--- src/rtl/sram_bist_pkg.sv ---
// sram_bist_pkg: shared types and March C- element tables for the SRAM BIST controller.
package sram_bist_pkg;
    typedef enum logic [3:0] {
        S_IDLE, S_M0, S_M1, S_M2, S_M3, S_M4, S_M5, S_DRAIN, S_DONE
    } state_t;
    localparam logic [31:0] BG0 = 32'h0000_0000;
    localparam logic [31:0] BG1 = 32'hFFFF_FFFF;
    localparam int NUM_WORDS = 16384;
    localparam int RUN_CYCLES = 163840;
    // Element tables, bit n describes element Mn.
    localparam logic [7:0] EL_DOWN = 8'b0001_1000;
    localparam logic [7:0] EL_RD   = 8'b0011_1110;
    localparam logic [7:0] EL_WR   = 8'b0001_1111;
    localparam logic [7:0] EL_RVAL = 8'b0001_0100;
    localparam logic [7:0] EL_WVAL = 8'b0000_1010;
    function automatic int run_cycles(input int addr_w);
        return 10 * (2 ** (addr_w + 1));
    endfunction
endpackage

--- src/rtl/sram_bist_addr_gen.sv ---
// sram_bist_addr_gen: {bank, word} up/down address counter with load and terminal count.
module sram_bist_addr_gen #(
    parameter int AW = 14
) (
    input  logic          hclk,
    input  logic          hresetn,
    input  logic          i_load,
    input  logic          i_down,
    input  logic          i_step,
    output logic [AW-1:0] o_addr,
    output logic          o_tc
);
    logic [AW-1:0] r_addr;
    logic          r_down;
    always_ff @(posedge hclk or negedge hresetn) begin
        if (!hresetn) begin
            r_addr <= '0;
            r_down <= 1'b0;
        end else if (i_load) begin
            r_addr <= i_down ? '1 : '0;
            r_down <= i_down;
        end else if (i_step) begin
            r_addr <= r_down ? r_addr - AW'(1) : r_addr + AW'(1);
        end
    end
    assign o_addr = r_addr;
    assign o_tc   = r_down ? (r_addr == '0) : (r_addr == '1);
endmodule

--- src/rtl/sram_bist_ctrl.sv ---
// sram_bist_ctrl: March C- BIST for the two-bank SRAM array; functional pass-through while idle.
module sram_bist_ctrl #(
    parameter int ADDR_W = 13,
    parameter int DATA_W = 32,
    parameter int RD_LAT = 0
) (
    input  logic              hclk,
    input  logic              hresetn,
    input  logic              bist_start,
    output logic              bist_busy,
    output logic              bist_done,
    output logic              bist_fail,
    output logic [ADDR_W:0]   fail_addr,
    output logic [7:0]        err_cnt,
    input  logic              func_w_en,
    input  logic [ADDR_W-1:0] func_addr,
    input  logic [DATA_W-1:0] func_wdata,
    input  logic [3:0]        func_bank0_csn,
    input  logic [3:0]        func_bank1_csn,
    output logic              sram_w_en,
    output logic [ADDR_W-1:0] sram_addr_out,
    output logic [DATA_W-1:0] sram_wdata,
    output logic [3:0]        bank0_csn,
    output logic [3:0]        bank1_csn,
    input  logic [DATA_W-1:0] bank0_rdata,
    input  logic [DATA_W-1:0] bank1_rdata
);
    import sram_bist_pkg::*;
    localparam int AW = ADDR_W + 1;

    state_t            r_state, w_nxt;
    logic              r_phase;
    logic [AW-1:0]     w_addr;
    logic              w_tc, w_in_m, w_two, w_rd, w_wr, w_step, w_last, w_start;
    logic [2:0]        w_el, w_ld_el;
    logic [DATA_W-1:0] w_exp, w_ce, w_rdata;
    logic [AW-1:0]     w_ca;
    logic              w_cv, w_miss;
    logic              r_fail;
    logic [AW-1:0]     r_faddr;
    logic [7:0]        r_cnt;

    // Two-op elements alternate read (phase 0) and write (phase 1) on one address.
    assign w_el    = 3'(r_state - S_M0);
    assign w_in_m  = (r_state >= S_M0) && (r_state <= S_M5);
    assign w_two   = EL_RD[w_el] & EL_WR[w_el];
    assign w_rd    = w_in_m & EL_RD[w_el] & ~(w_two & r_phase);
    assign w_wr    = w_in_m & EL_WR[w_el] & (~w_two | r_phase);
    assign w_step  = w_in_m & (~w_two | r_phase);
    assign w_last  = w_step & w_tc;
    assign w_start = (r_state == S_IDLE) & bist_start;
    assign w_ld_el = w_start ? 3'd0 : w_el + 3'd1;
    assign w_exp   = EL_RVAL[w_el] ? DATA_W'(BG1) : DATA_W'(BG0);

    sram_bist_addr_gen #(.AW(AW)) u_addr_gen (
        .hclk    (hclk),
        .hresetn (hresetn),
        .i_load  (w_start | w_last),
        .i_down  (EL_DOWN[w_ld_el]),
        .i_step  (w_step),
        .o_addr  (w_addr),
        .o_tc    (w_tc)
    );

    always_ff @(posedge hclk or negedge hresetn) begin
        if (!hresetn) begin
            r_state <= S_IDLE;
            r_phase <= 1'b0;
        end else begin
            r_state <= w_nxt;
            r_phase <= w_in_m & w_two & ~r_phase;
        end
    end

    always_comb begin
        w_nxt = w_start ? S_M0 :
                (r_state == S_DONE) ? S_IDLE :
                (r_state == S_DRAIN) ? S_DONE :
                !w_last ? r_state :
                (r_state == S_M5) ? ((RD_LAT != 0) ? S_DRAIN : S_DONE) :
                state_t'(r_state + 4'd1);
        bist_busy     = w_in_m | (r_state == S_DRAIN);
        bist_done     = (r_state == S_DONE);
        sram_w_en     = bist_busy ? ~w_wr : func_w_en;
        sram_addr_out = bist_busy ? w_addr[ADDR_W-1:0] : func_addr;
        sram_wdata    = bist_busy ? ((w_wr & EL_WVAL[w_el]) ? DATA_W'(BG1) : DATA_W'(BG0)) : func_wdata;
        bank0_csn     = bist_busy ? ((w_in_m & ~w_addr[ADDR_W]) ? 4'b0000 : 4'b1111) : func_bank0_csn;
        bank1_csn     = bist_busy ? ((w_in_m & w_addr[ADDR_W]) ? 4'b0000 : 4'b1111) : func_bank1_csn;
    end

    // Expected data and address follow the SRAM read latency.
    if (RD_LAT == 0) begin : g_lat0
        assign w_cv = w_rd;
        assign w_ce = w_exp;
        assign w_ca = w_addr;
    end else begin : g_lat1
        logic              r_cv;
        logic [DATA_W-1:0] r_ce;
        logic [AW-1:0]     r_ca;
        always_ff @(posedge hclk or negedge hresetn) begin
            if (!hresetn) begin
                r_cv <= 1'b0;
                r_ce <= '0;
                r_ca <= '0;
            end else begin
                r_cv <= w_rd;
                r_ce <= w_exp;
                r_ca <= w_addr;
            end
        end
        assign w_cv = r_cv;
        assign w_ce = r_ce;
        assign w_ca = r_ca;
    end

    assign w_rdata = w_ca[ADDR_W] ? bank1_rdata : bank0_rdata;
    assign w_miss  = w_cv & (w_rdata != w_ce);

    always_ff @(posedge hclk or negedge hresetn) begin
        if (!hresetn) begin
            r_fail  <= 1'b0;
            r_faddr <= '0;
            r_cnt   <= '0;
        end else if (w_start) begin
            r_fail  <= 1'b0;
            r_faddr <= '0;
            r_cnt   <= '0;
        end else if (w_miss) begin
            r_fail <= 1'b1;
            if (!r_fail) r_faddr <= w_ca;
            if (r_cnt != 8'hFF) r_cnt <= r_cnt + 8'd1;
        end
    end

    assign bist_fail = r_fail;
    assign fail_addr = r_faddr;
    assign err_cnt   = r_cnt;
endmodule

--- config.mk ---
export PLATFORM = sky130hd
export DESIGN_NAME = sram_bist_ctrl
export DESIGN_NICKNAME = d
export VERILOG_FILES = /design/src/rtl/sram_bist_pkg.sv /design/src/rtl/sram_bist_addr_gen.sv /design/src/rtl/sram_bist_ctrl.sv
export SDC_FILE = /design/constraint.sdc
export NUM_CORES = 1
export LEC_CHECK = 0
export CAP_MARGIN = 5
export CORE_MARGIN = 1.5
export CORE_UTILIZATION = 43
export DETAILED_ROUTE_END_ITERATION = 6
export GPL_TIMING_DRIVEN = 0
export HOLD_SLACK_MARGIN = 0.06
export PLACE_DENSITY_LB_ADDON = 0.05
export SLEW_MARGIN = 20
export SYNTH_ARGS = -nofsm -noshare
export SYNTH_HDL_FRONTEND = slang
export SYNTH_SLANG_ARGS = --single-unit
--- constraint.sdc ---
create_clock -name hclk -period 6.62 [get_ports hclk]
set_clock_uncertainty 0.2 [all_clocks]
set_input_delay 1.324 -clock hclk [delete_from_list [all_inputs] [get_ports hclk]]
set_output_delay 1.324 -clock hclk [all_outputs]
set_load 0.02 [all_outputs]
After elaboration in Yosys (flattened, before gate mapping)
Memories as Yosys holds them, arrays and structs flattened. Index checks and enable logic that the tools add are counted.

$add $sub $neg: 6. $lt $le $gt $ge: 4. Eq/ne operators: 7. Mux-type cells: 34. Bitwise gates (word level): 23. Reduce and logical (&&, ||, !) cells: 9.

Operators by type and width (count): $mux 32 (4); $mux 14 (7); $mux 4 (9); $ne 32x32->1 (1); $mux 8 (3); $and 1x1->1 (15); $add 14x1->14 const B (1); $eq 14x14->1 const B (1); $logic_not 14->1 (1); $sub 14x1->14 const B (1); $mux 13 (1); $mux 1 (9); $add 8x1->8 const B (1); $eq 4x3->1 const B (2); $lt 3x4->1 const B (2); $ne 8x8->1 const B (1); $reduce_bool 2->1 (3); $not 1->1 (5); $add 4x1->4 const B (1); $eq 4x4->1 const B (1); $ge 4x1->1 const B (1); $le 4x3->1 const B (1); $logic_not 4->1 (1); $reduce_and 2->1 (2); 7 further kinds (9).

Register bits after elaboration: 43. Memory bits (read-only): 40. Input bits: 121. Output and inout bits: 79. Word-level logic and storage cells: 95. Memories: 5.

Memory list: (name not given) (words 8, bits a word 1, read ports 1, clocked after Yosys merged registers in 0, write ports 0, line sram_bist_ctrl.sv:86) `sram_wdata = bist_busy ? ((w_wr & EL_WVAL[w_el]) ? DATA_W'(BG1) : DATA_W'(BG0)) : func_wdata;`; (name not given) (words 8, bits a word 1, read ports 1, clocked after Yosys merged registers in 0, write ports 0, line sram_bist_ctrl.sv:59) `.i_down (EL_DOWN[w_ld_el]),`; (name not given) (words 8, bits a word 1, read ports 1, clocked after Yosys merged registers in 0, write ports 0, line sram_bist_ctrl.sv:53) `assign w_exp = EL_RVAL[w_el] ? DATA_W'(BG1) : DATA_W'(BG0);`; (name not given) (words 8, bits a word 1, read ports 1, clocked after Yosys merged registers in 0, write ports 0, line sram_bist_ctrl.sv:48) `assign w_wr = w_in_m & EL_WR[w_el] & (~w_two | r_phase);`; (name not given) (words 8, bits a word 1, read ports 1, clocked after Yosys merged registers in 0, write ports 0, line sram_bist_ctrl.sv:47) `assign w_rd = w_in_m & EL_RD[w_el] & ~(w_two & r_phase);`.

Longest topological paths before layout
Gate-level depths: netlist (run 1).

Word-level depth: 12. Depth in mapped cells: 11. Gate-level depth less buffers: 9.

Modules after synthesis
A second synthesis (run 1) with hierarchy kept.

Cell total of the unflattened synthesis: 453. Area, all modules: 3813.7 um^2.

By module, submodules not included: sram_bist_ctrl (times used 1, cells each 293, area an instance 2418.6 um^2, sequential area each 700.7 um^2); sram_bist_addr_gen (times used 1, cells each 160, area an instance 1395.1 um^2, sequential area each 375.4 um^2).

Worst setup path after synthesis (run 1)
Ideal clock, no wire load.

Path kind: reg2out. Start point: register r_state[0]. End point: output sram_addr_out[10]. Data arrival time: 2.457 ns. Required time: 5.096 ns. Path slack: 2.639 ns. Stages on the path, launching flop included: 11. Path buffers: 2. Cell sequence: dfrtp_1 -> inv_1 -> ha_1 -> nor3b_2 -> a311o_1 -> and2_1 -> buf_2 -> clkinv_1 -> buf_1 -> nand2_1 -> nand2_1.

Cells in the longest elaborated chain, start to end: 4. Elaborated cells on any way between the ends: 6. Those cells by class: order compare (2); eq/ne (1); mux (1); bitwise (1); reduce/logical (1).

Ends and longest elaborated chain: start, declared (line sram_bist_ctrl.sv:31) `state_t r_state, w_nxt;`; start signal, assigned (line sram_bist_ctrl.sv:70) `r_state <= w_nxt;`; $ge 4x1->1 / $le 4x3->1 (equally long branches) (line sram_bist_ctrl.sv:45) `assign w_in_m = (r_state >= S_M0) && (r_state <= S_M5);`; $logic_and 1x1->1 (line sram_bist_ctrl.sv:45); $or 1x1->1 (*) (line sram_bist_ctrl.sv:82) `bist_busy = w_in_m | (r_state == S_DRAIN);`; named net bist_busy (line sram_bist_ctrl.sv:10) `output logic bist_busy,`; $mux 13 (*) (line sram_bist_ctrl.sv:85) `sram_addr_out = bist_busy ? w_addr[ADDR_W-1:0] : func_addr;`; end, declared (line sram_bist_ctrl.sv:21) `output logic [ADDR_W-1:0] sram_addr_out,`.

The timed path passes the listed nets; every way through them passes the cells marked *.

Worst setup path in the final report (run 1)
Start point: register r_state[0]. End point: output sram_addr_out[4].

Cells in the longest elaborated chain, start to end: 4. Elaborated cells on any way between the ends: 6. Those cells by class: order compare (2); eq/ne (1); mux (1); bitwise (1); reduce/logical (1).

Ends and longest elaborated chain (line): $ge 4x1->1 / $le 4x3->1 (equally long branches) (sram_bist_ctrl.sv:45); $logic_and 1x1->1 (sram_bist_ctrl.sv:45); $or 1x1->1 (*) (sram_bist_ctrl.sv:82); $mux 13 (*) (sram_bist_ctrl.sv:85).

Every way passes the cells marked *; elsewhere a longest branch is shown, timed or not.

==> flow_summary_export.csv, run 1 <==
group,metric,value,unit
status,status,"finished clean",
final_layout,ff_latch_area,1080,sq um
worst_setup_path,critPathCaptureType,"primary output",
run,drv_cap,0,
timing,worst_hold_slack,0.333,ns
worst_setup_path,required,5.10,ns
die,core_area,8340,sq um
die,rows,33,
cts,cts_tree,"yes",
cts,clk_latency,0.30,ns
logic_synthesis,syn_area,3760,sq um
power_and_ir_drop,pwr-share-clk,5.1,%
worst_setup_path,arrival,3.65,ns
cts,h-tree-depth,2,
worst_setup_path,reg2reg_slack,3.44,ns
worst_setup_path,crit_type,"reg -> out",
drt,vias,4347,
timing,tightestPinTransition,0.601,ns
cts,numCtsBuffers,5,
timing,fin_tns_setup,0,ns
timing,rsz0062_at_grt,"no",
logic_synthesis,synth_ff_type,"dfrtp_1",
timing,slew_violations,0,
logic_synthesis,synth-async-reset-ratio,100,%
die,die_h,96.5,microns
final_layout,layout.nets,812,
logic_synthesis,yosysUniqueCellTypes,64,
logic_synthesis,synth.avg_cell_area,8.11,sq um
worst_setup_path,cp_max_fo,10,
drt,wl,13300,microns
timing,fin_crit_sh,78.1,%
timing,fin_crit,5.17,ns
power_and_ir_drop,pwr_density_cell,599,nW/um^2
power_and_ir_drop,internal_power,1780,uW
cts,cts_setup_buffers,0,
min_path,hold_class,"reg -> reg",
timing,clock.fmax,0.193,GHz
final_layout,diodes,0,
die,die_w,96.5,microns
final_layout,final_cells,777,
cts,postCtsHoldBufs,0,
placement,dp_hpwl,10700,microns
timing,fin_ws,1.45,ns
cts,clkTransAtPathRegs,0.09,ns
logic_synthesis,synth_area_leaders,"dfrtp_1, a21o_1, ha_1",
placement,gp_congestion,0.884,
power_and_ir_drop,ir_drop,0.488,mV
logic_synthesis,synthTopCellsByCount,"nand2_1, nor2_1, dfrtp_1",
die,die_area,9320,sq um
global_routing,grt_pass1_vias,4114,
cts,cts_resized,0,
placement,io_buffer_count,199,
drt,drc,0,
final_layout,layout-drive-gt1-share,5.51,%
timing,setup_violations,0,
logic_synthesis,yosysWarnings,0,
power_and_ir_drop,p_leak,0.00273,uW
final_layout,fillers,654,
power_and_ir_drop,p_sw,1810,uW
global_routing,grt_usage,27.3,%
logic_synthesis,synth-seq-area-share,28.6,%
global_routing,grt_pass1_wl,19800,microns
logic_synthesis,synth_seq_cells,43,
power_and_ir_drop,p_sw_share,50.4,%
drt,first_pass_iters,4,
die,io_pins,200,
final_layout,area_growth_syn_to_layout,59.5,%
global_routing,grt_max_degree,34,
logic_synthesis,yosysTopAreaCell,"dfrtp_1",
drt,viasPerCell,5.59,
logic_synthesis,synth_top_area_share,28.6,%
logic_synthesis,yosysMostFrequentCell,"nand2_1",
drt,initialDrtViolationCount,159,
die,initial_core_util,45.1,%
global_routing,antenna_found_initial,0,
cts,cts_root_buf,"clkbuf_8",
final_layout,multi_input_area,2510,sq um
logic_synthesis,syn-num-nets,605,
global_routing,overflow,0,
power_and_ir_drop,power_frac_comb,80.3,%
cts,clock_sinks,43,
timing,relSlewSlack,59.9,%
worst_setup_path,startpoint_type,"flip-flop",
logic_synthesis,postSynthCellCount,464,
power_and_ir_drop,p_seq_share,14.6,%
cts,clockBufferDepth,2,
drt,ant_nets,0,
timing,final-hold-violation-count,0,
logic_synthesis,synth-edff-count,0,
placement,preCtsSetupSlack,1.78,ns
drt,wl_per_cell,17.1,microns
placement,place_inst,769,
==> critical path, stage by stage, from the launching register on <==
cell             delay [ns]
dfrtp_1                0.54
inv_1                  0.16
ha_1                   0.29
nor3b_2                0.19
a311o_1                0.38
and2_1                 0.15
buf_2                  0.17
clkinv_1               0.15
buf_1                  0.45
nand2_1                0.16
nand2_1                0.10
clkdlybuf4s50_1        0.61
==> logic make-up (layout without fill, tap and decap cells) <==
family | Yosys count | in the layout | synth area share, %
AOI/OAI and AO/OA | 116 | 116 | 22.2
and+or+nand+nor | 221 | 221 | 30.2
DFF | 43 | 43 | 28.6
buffers and inverters | 36 | 244 | 4.72
xor gates and xnor gates | 9 | 9 | 2.29
muxes | 19 | 19 | 5.09
adders and majority gates | 20 | 20 | 6.85
==> state kept, by name, summed over array words and instances, names as in the netlist <==
register	count
u_addr_gen.o_addr	14
bist_fail	1
u_addr_gen.r_down	1
r_state	4
fail_addr	14
r_phase	1
err_cnt	8
==> final cells by class <==
class                           instances  share of cell area (%)
Multi-Input combinational cell        385                    41.8
Timing Repair Buffer                  200                    33.5
Tap cell                              105                    2.19
Clock buffer                            6                    1.38
Sequential cell                        43                    17.9
Inverter                               11                   0.688
Buffer                                 25                    2.27
Clock inverter                          2                   0.271
==> cells in the final DEF, fill, tap and decap left out, drive strengths merged, types with 9 or more instances in the layout <==
master and instances:
a21oi 20, nor3 17, o21ai 19, nand3 10, and3 9, clkdlybuf4s50 198
mux2i 18, dfrtp 43, nor2 52, a21o 39, inv 10, nor4 20
clkbuf 15, buf 18, nand2 59, nand4 18, ha 19
==> layer usage <==
layer | GRT usage (%) | vias to the layer above | routed length, microns
met5 | 0 | - | 0
met4 | 6.64 | 0 | 228
met3 | 5.01 | 19 | 915
met2 | 48.5 | 157 | 6720
met1 | 33.9 | 2040 | 5390
li1 | - | 2131 | -
==> per-stage QoR <==
step | instance area, sq um | utilization [%] | power [uW]
finish | 6000 | 71.9 | 3600
global route | 6000 | 71.9 | 3860
CTS | 6000 | 71.9 | 3600
detailed placement | 5900 | 70.7 | 3400
global placement | 5890 | 70.6 | 3340
floorplan | 3760 | - | 2260
==> power by group through the flow <==
stage,sequential (uW),clock [uW],combinational [uW]
detailed placement,524,0,2870
finish,524,184,2890
CTS,518,184,2890
global route,539,198,3120
floorplan,528,0,1730
global placement,515,0,2820
==> final timing paths <==
kind	startpoint	end	depth (start not counted)
min in group asynchronous	hresetn	err_cnt[2]	1
min	fail_addr[8]	fail_addr[8]	2
max in group asynchronous	hresetn	u_addr_gen.o_addr[2]	2
max	r_state[0]	sram_addr_out[4]	11
max reg2reg	r_state[0]	fail_addr[12]	10
min reg2reg	fail_addr[8]	fail_addr[8]	2
(Power assumes the default switching activity.)
==> run 2, diff against run 1 <==
--- a/config.mk
+++ b/config.mk
@@ -7,7 +7,7 @@
 export LEC_CHECK = 0
 export CAP_MARGIN = 5
 export CORE_MARGIN = 1.5
-export CORE_UTILIZATION = 43
+export CORE_UTILIZATION = 40
 export DETAILED_ROUTE_END_ITERATION = 6
 export GPL_TIMING_DRIVEN = 0
 export HOLD_SLACK_MARGIN = 0.06
==> constraint.sdc (replaced) <==
create_clock -name hclk -period 5.38 [get_ports hclk]
set_clock_uncertainty 0.2 [all_clocks]
set_input_delay 1.076 -clock hclk [delete_from_list [all_inputs] [get_ports hclk]]
set_output_delay 1.076 -clock hclk [all_outputs]
set_load 0.02 [all_outputs]
==> run 2 against run 1 <==
  * Via count down 1.3%
  * Largest power group unchanged
  * Worst hold slack barely moved
  * Clock power rose by 2%
  * Combinational power is 22% higher
  * Cell area fell by 0.31%
  * Flip-flop and latch count is the same
  * Clock-buffer cell count did not move
  * Final cell count up 0.51%
  * Sequential share of layout area is 0.056 points higher
  * Die area grew 7.3%
==> flow_summary_export.csv, run 2 (synthesis gave the netlist of run 1 again) <==
group,metric,value,unit
status,status,"finished clean",
worst_setup_path,startpoint_type,"flip-flop",
die,die_h,100,microns
drt,wl,13100,microns
final_layout,ff_latch_area,1080,sq um
final_layout,final_common_cell,"clkdlybuf4s50_1",
global_routing,antenna_found_initial,0,
min_path,hold_class,"reg -> reg",
die,core_area,9200,sq um
placement,preCtsSetupSlack,0.826,ns
timing,rsz0062_at_grt,"no",
drt,initialDrtViolationCount,164,
global_routing,grt_max_degree,33,
timing,fin_crit_sh,90.2,%
drt,wl_met1,5550,microns
cts,numCtsBuffers,5,
timing,relSlewSlack,60.3,%
drt,wl_per_cell,16.8,microns
worst_setup_path,crit_type,"reg -> out",
cts,cts_resized,0,
die,die_area,10000,sq um
power_and_ir_drop,power_frac_comb,81.0,%
global_routing,overflow,0,
timing,tightestPinTransition,0.596,ns
final_layout,fillers,779,
drt,ant_nets,0,
cts,clock_sinks,43,
drt,first_pass_iters,4,
drt,viasPerCell,5.49,
drt,wl_met3,723,microns
drt,met2WireLength,6620,microns
final_layout,finalInstanceArea,5980,sq um
power_and_ir_drop,p_sw,2200,uW
worst_setup_path,critPathCaptureType,"primary output",
timing,fin_tns_setup,0,ns
drt,vias,4289,
placement,gp_congestion,0.871,
placement,dp_hpwl,10800,microns
cts,clockBufferDepth,2,
final_layout,final_cells,781,
run,drv_cap,0,
cts,h-tree-depth,2,
timing,fin_ws,0.526,ns
timing,fin_crit,4.85,ns
die,io_pins,200,
final_layout,multi_input_area,2510,sq um
power_and_ir_drop,p_seq_share,14.7,%
placement,placed_area,5910,sq um
worst_setup_path,reg2reg_slack,2.19,ns
final_layout,area_growth_syn_to_layout,59.0,%
die,initial_core_util,40.9,%
power_and_ir_drop,p_leak,0.00272,uW
die,rows,35,
placement,io_buffer_count,199,
timing,slew_violations,0,
worst_setup_path,required,4.10,ns
global_routing,grt_pass1_vias,4237,
power_and_ir_drop,pwr_density_cell,731,nW/um^2
final_layout,mostFrequentLayoutCells,"clkdlybuf4s50_1, nand2_1, nor2_1",
drt,drc,0,
power_and_ir_drop,total_power,4370,uW
cts,cts_root_buf,"clkbuf_8",
global_routing,grt_pass1_wl,20600,microns
worst_setup_path,cp_max_fo,10,
drt,routed.top_layer,"met4",
timing,final-hold-violation-count,0,
cts,postCtsHoldBufs,0,
cts,clkTransAtPathRegs,0.07,ns
cts,clk_latency,0.29,ns
die,die_w,100,microns
power_and_ir_drop,internal_power,2180,uW
worst_setup_path,arrival,3.58,ns
final_layout,diodes,0,
timing,clock.fmax,0.206,GHz
cts,cts_setup_buffers,0,
power_and_ir_drop,ir_drop,0.517,mV
timing,setup_violations,0,
power_and_ir_drop,p_sw_share,50.2,%
power_and_ir_drop,pwr-share-clk,4.3,%
final_layout,layout-drive-gt1-share,5.07,%
final_layout,layout.nets,812,
placement,place_inst,775,
cts,cts_tree,"yes",
global_routing,grt_usage,25.7,%
[run 2: layout make-up]
type,count,area share (%)
Clock buffer,6,1.21
Inverter,11,0.690
Sequential cell,43,18.0
Timing Repair Buffer,200,33.6
Buffer,25,2.28
Multi-Input combinational cell,385,41.9
Tap cell,111,2.32
[run 2: power by group through the flow]
stage / Clock [uW] / Combinational [uW] / Sequential (uW)
finish: 188 / 3540 / 642
global route: 206 / 3840 / 664
CTS: 189 / 3560 / 638
detailed placement: 0 / 3530 / 645
global placement: 0 / 3470 / 636
floorplan: 0 / 2130 / 650
[run 2: final timing paths]
kind                                        end  cells after the start          start
setup / recovery               sram_addr_out[4]                     11     r_state[0]
hold / removal                    fail_addr[12]                      2  fail_addr[12]
min in group asynchronous            err_cnt[3]                      1        hresetn
hold reg to reg                   fail_addr[12]                      2  fail_addr[12]
max in group asynchronous  u_addr_gen.o_addr[6]                      2        hresetn
setup reg to reg                   fail_addr[8]                     10     r_state[0]
[run 2: metal layers]
layer,GRT usage [%],vias to the layer above
li1,-,2141
met1,31.1,2013
met2,46.9,120
met3,4.25,15
met4,6.93,0
met5,0,-
[run 2: worst max-delay path, stage by stage (launching register included)]
cell	delay, ns
dfrtp_1	0.53
inv_1	0.16
ha_1	0.29
nor3b_2	0.19
a311o_1	0.38
and2_1	0.15
buf_2	0.18
clkinv_1	0.15
buf_1	0.40
nand2_1	0.15
nand2_1	0.10
clkdlybuf4s50_1	0.61
[run 2: per-stage QoR]
stage | util, % | hold slack (ns)
finish | 65.0 | 0.333
CTS | 65.0 | 0.332
global route | 65.0 | 0.363
global placement | 64.1 | 0.303
floorplan | - | 0.337
detailed placement | 64.2 | 0.313
==> run 3, diff against run 2 <==
--- a/config.mk
+++ b/config.mk
@@ -8,11 +8,11 @@
 export CAP_MARGIN = 5
 export CORE_MARGIN = 1.5
 export CORE_UTILIZATION = 40
+export CTS_BUF_LIST = sky130_fd_sc_hd__clkbuf_16
 export DETAILED_ROUTE_END_ITERATION = 6
 export GPL_TIMING_DRIVEN = 0
 export HOLD_SLACK_MARGIN = 0.06
 export PLACE_DENSITY_LB_ADDON = 0.05
-export SLEW_MARGIN = 20
 export SYNTH_ARGS = -nofsm -noshare
 export SYNTH_HDL_FRONTEND = slang
 export SYNTH_SLANG_ARGS = --single-unit
==> constraint.sdc (replaced) <==
create_clock -name hclk -period 5.06 [get_ports hclk]
set_clock_uncertainty 0.2 [all_clocks]
set_input_delay 1.012 -clock hclk [delete_from_list [all_inputs] [get_ports hclk]]
set_output_delay 1.012 -clock hclk [all_outputs]
set_load 0.02 [all_outputs]
==> run 3 against run 2 <==
  * Clock power rose by 55%
  * Largest cell class unchanged
  * Sequential power grew 6.9%
  * Clock-buffer cell count fell by 1
  * Setup slack got worse by 0.26 ns
==> flow_summary_export.csv, run 3 (synthesis gave the netlist of run 1 again) <==
group,metric,value,unit
global_routing,grt_usage,25.9,%
die,core_area,9200,sq um
global_routing,met3_usage,3.90,%
timing,final-hold-violation-count,0,
timing,clock.fmax,0.208,GHz
worst_setup_path,crit_chain,"inv_1 > ha_1 > nor3b_2 > a311o_1 > and2_1 > buf_2 > clkinv_1 > buf_1 > nand2_1 > nand2_1 > clkdlybuf4s50_1",
cts,cts_tree,"yes",
final_layout,mostFrequentLayoutCells,"clkdlybuf4s50_1, nand2_1, nor2_1",
global_routing,use_met2,47.5,%
final_layout,final_common_cell,"clkdlybuf4s50_1",
drt,viasPerCell,5.51,
cts,cts_root_buf,"clkbuf_16",
worst_setup_path,crit_family,"buffers and inverters",
timing,fin_crit,4.80,ns
die,io_pins,200,
worst_setup_path,cp_max_fo,10,
run,drv_cap,0,
global_routing,antenna_found_initial,0,
power_and_ir_drop,ir_drop,0.550,mV
global_routing,busiest_layer,"met2",
worst_setup_path,crit_buf_inv,5,
timing,fin_ws,0.263,ns
global_routing,grt_pass1_wl,20800,microns
cts,h-tree-depth,2,
die,die_h,100,microns
cts,numCtsBuffers,5,
min_path,hold_class,"reg -> reg",
timing,fin_crit_sh,94.8,%
final_layout,layout-drive-gt1-share,5.07,%
drt,wl_per_cell,17.0,microns
drt,first_pass_iters,4,
global_routing,overflow,0,
worst_setup_path,crit_type,"reg -> out",
status,status,"finished clean",
worst_setup_path,cp_common_cell,"nand2_1",
drt,vias,4305,
final_layout,finalInstanceArea,6040,sq um
die,initial_core_util,40.9,%
cts,clockBufferDepth,2,
worst_setup_path,cpPeakStageDelay,0.61,ns
placement,io_buffer_count,199,
global_routing,grt_util_met1,31.6,%
cts,clkTransAtPathRegs,0.06,ns
timing,relSlewSlack,60.0,%
cts,clk_latency,0.28,ns
final_layout,area_growth_syn_to_layout,60.5,%
final_layout,fin_util,65.6,%
final_layout,layout.nets,812,
global_routing,grt_max_degree,33,
die,die_w,100,microns
timing,rsz0062_at_grt,"no",
worst_setup_path,required,3.85,ns
drt,drc,0,
die,rows,35,
placement,place_inst,775,
drt,initialDrtViolationCount,205,
worst_setup_path,arrival,3.58,ns
drt,wl,13300,microns
timing,slew_violations,0,
final_layout,diodes,0,
cts,postCtsHoldBufs,0,
timing,fin_tns_setup,0,ns
die,die_area,10000,sq um
placement,placed_area,5910,sq um
worst_setup_path,critPathCaptureType,"primary output",
placement,preCtsSetupSlack,0.570,ns
timing,setup_violations,0,
placement,gp_congestion,0.871,
power_and_ir_drop,p_leak,0.00275,uW
power_and_ir_drop,pwr_density_cell,787,nW/um^2
worst_setup_path,startpoint_type,"flip-flop",
placement,dp_hpwl,10800,microns
cts,cts_resized,0,
cts,cts_setup_buffers,0,
timing,tightestPinTransition,0.599,ns
final_layout,final_cells,781,
worst_setup_path,slowest_stage,"clkdlybuf4s50_1",
global_routing,grt_pass1_vias,4279,
drt,ant_nets,0,
cts,clock_sinks,43,
run 3: cell types whose count changed in the layout (fill, tap and decap cells not counted), sizes merged:
cell	delta
clkbuf	-1
inv	+1
run 3: power breakdown:
part	switching, uW	internal, uW
registers	196	490
logic	2040	1730
clock network	117	175
run 3: area by class of cell:
type	instances	area (sq um)
clock inverters	1	3.75
repair buffers	200	2010
flip-flops and latches	43	1080
inverters	11	41.3
fillers	770	3160
well taps	111	139
clock buffers	5	125
multi-input cells	385	2510
plain buffers	25	136
run 3: worst reg2reg max path, stage by stage (launching register included):
cell and delay, ns:
dfrtp_1 0.52, inv_1 0.16, ha_1 0.29, xor2_2 0.25, or3_1 0.40, a21oi_2 0.22, o41ai_4 0.15, nor3_4 0.38
buf_8 0.21, mux2i_1 0.23, nor2_1 0.06
run 3: path summary, 6_finish.rpt:
kind	startpoint	to	slack (ns)	cells past startpoint
worst max-delay path	r_state[0]	sram_addr_out[4]	0.26	11
max in group asynchronous	hresetn	u_addr_gen.o_addr[12]	3.79	2
worst max register to register	r_state[0]	fail_addr[0]	1.86	10
worst min-delay path	fail_addr[3]	fail_addr[3]	0.33	2
min in group asynchronous	hresetn	err_cnt[3]	0.41	1
worst min register to register	fail_addr[3]	fail_addr[3]	0.33	2
run 3: layer usage:
metal	vias to the layer above	share of wire [%]
met4	0	1.5
met2	134	51
li1	2126	-
met1	2033	42
met3	12	5.8
met5	-	0
run 3: through the flow:
| step | total power (uW) | hold slack (ns) |
|---|---|---|
| 2_1_floorplan | 2950 | 0.337 |
| 3_3_place_gp | 4370 | 0.303 |
| 3_5_place_dp | 4440 | 0.313 |
| 4_1_cts | 4760 | 0.327 |
| 5_1_grt | 5100 | 0.357 |
| 6_report | 4750 | 0.326 |
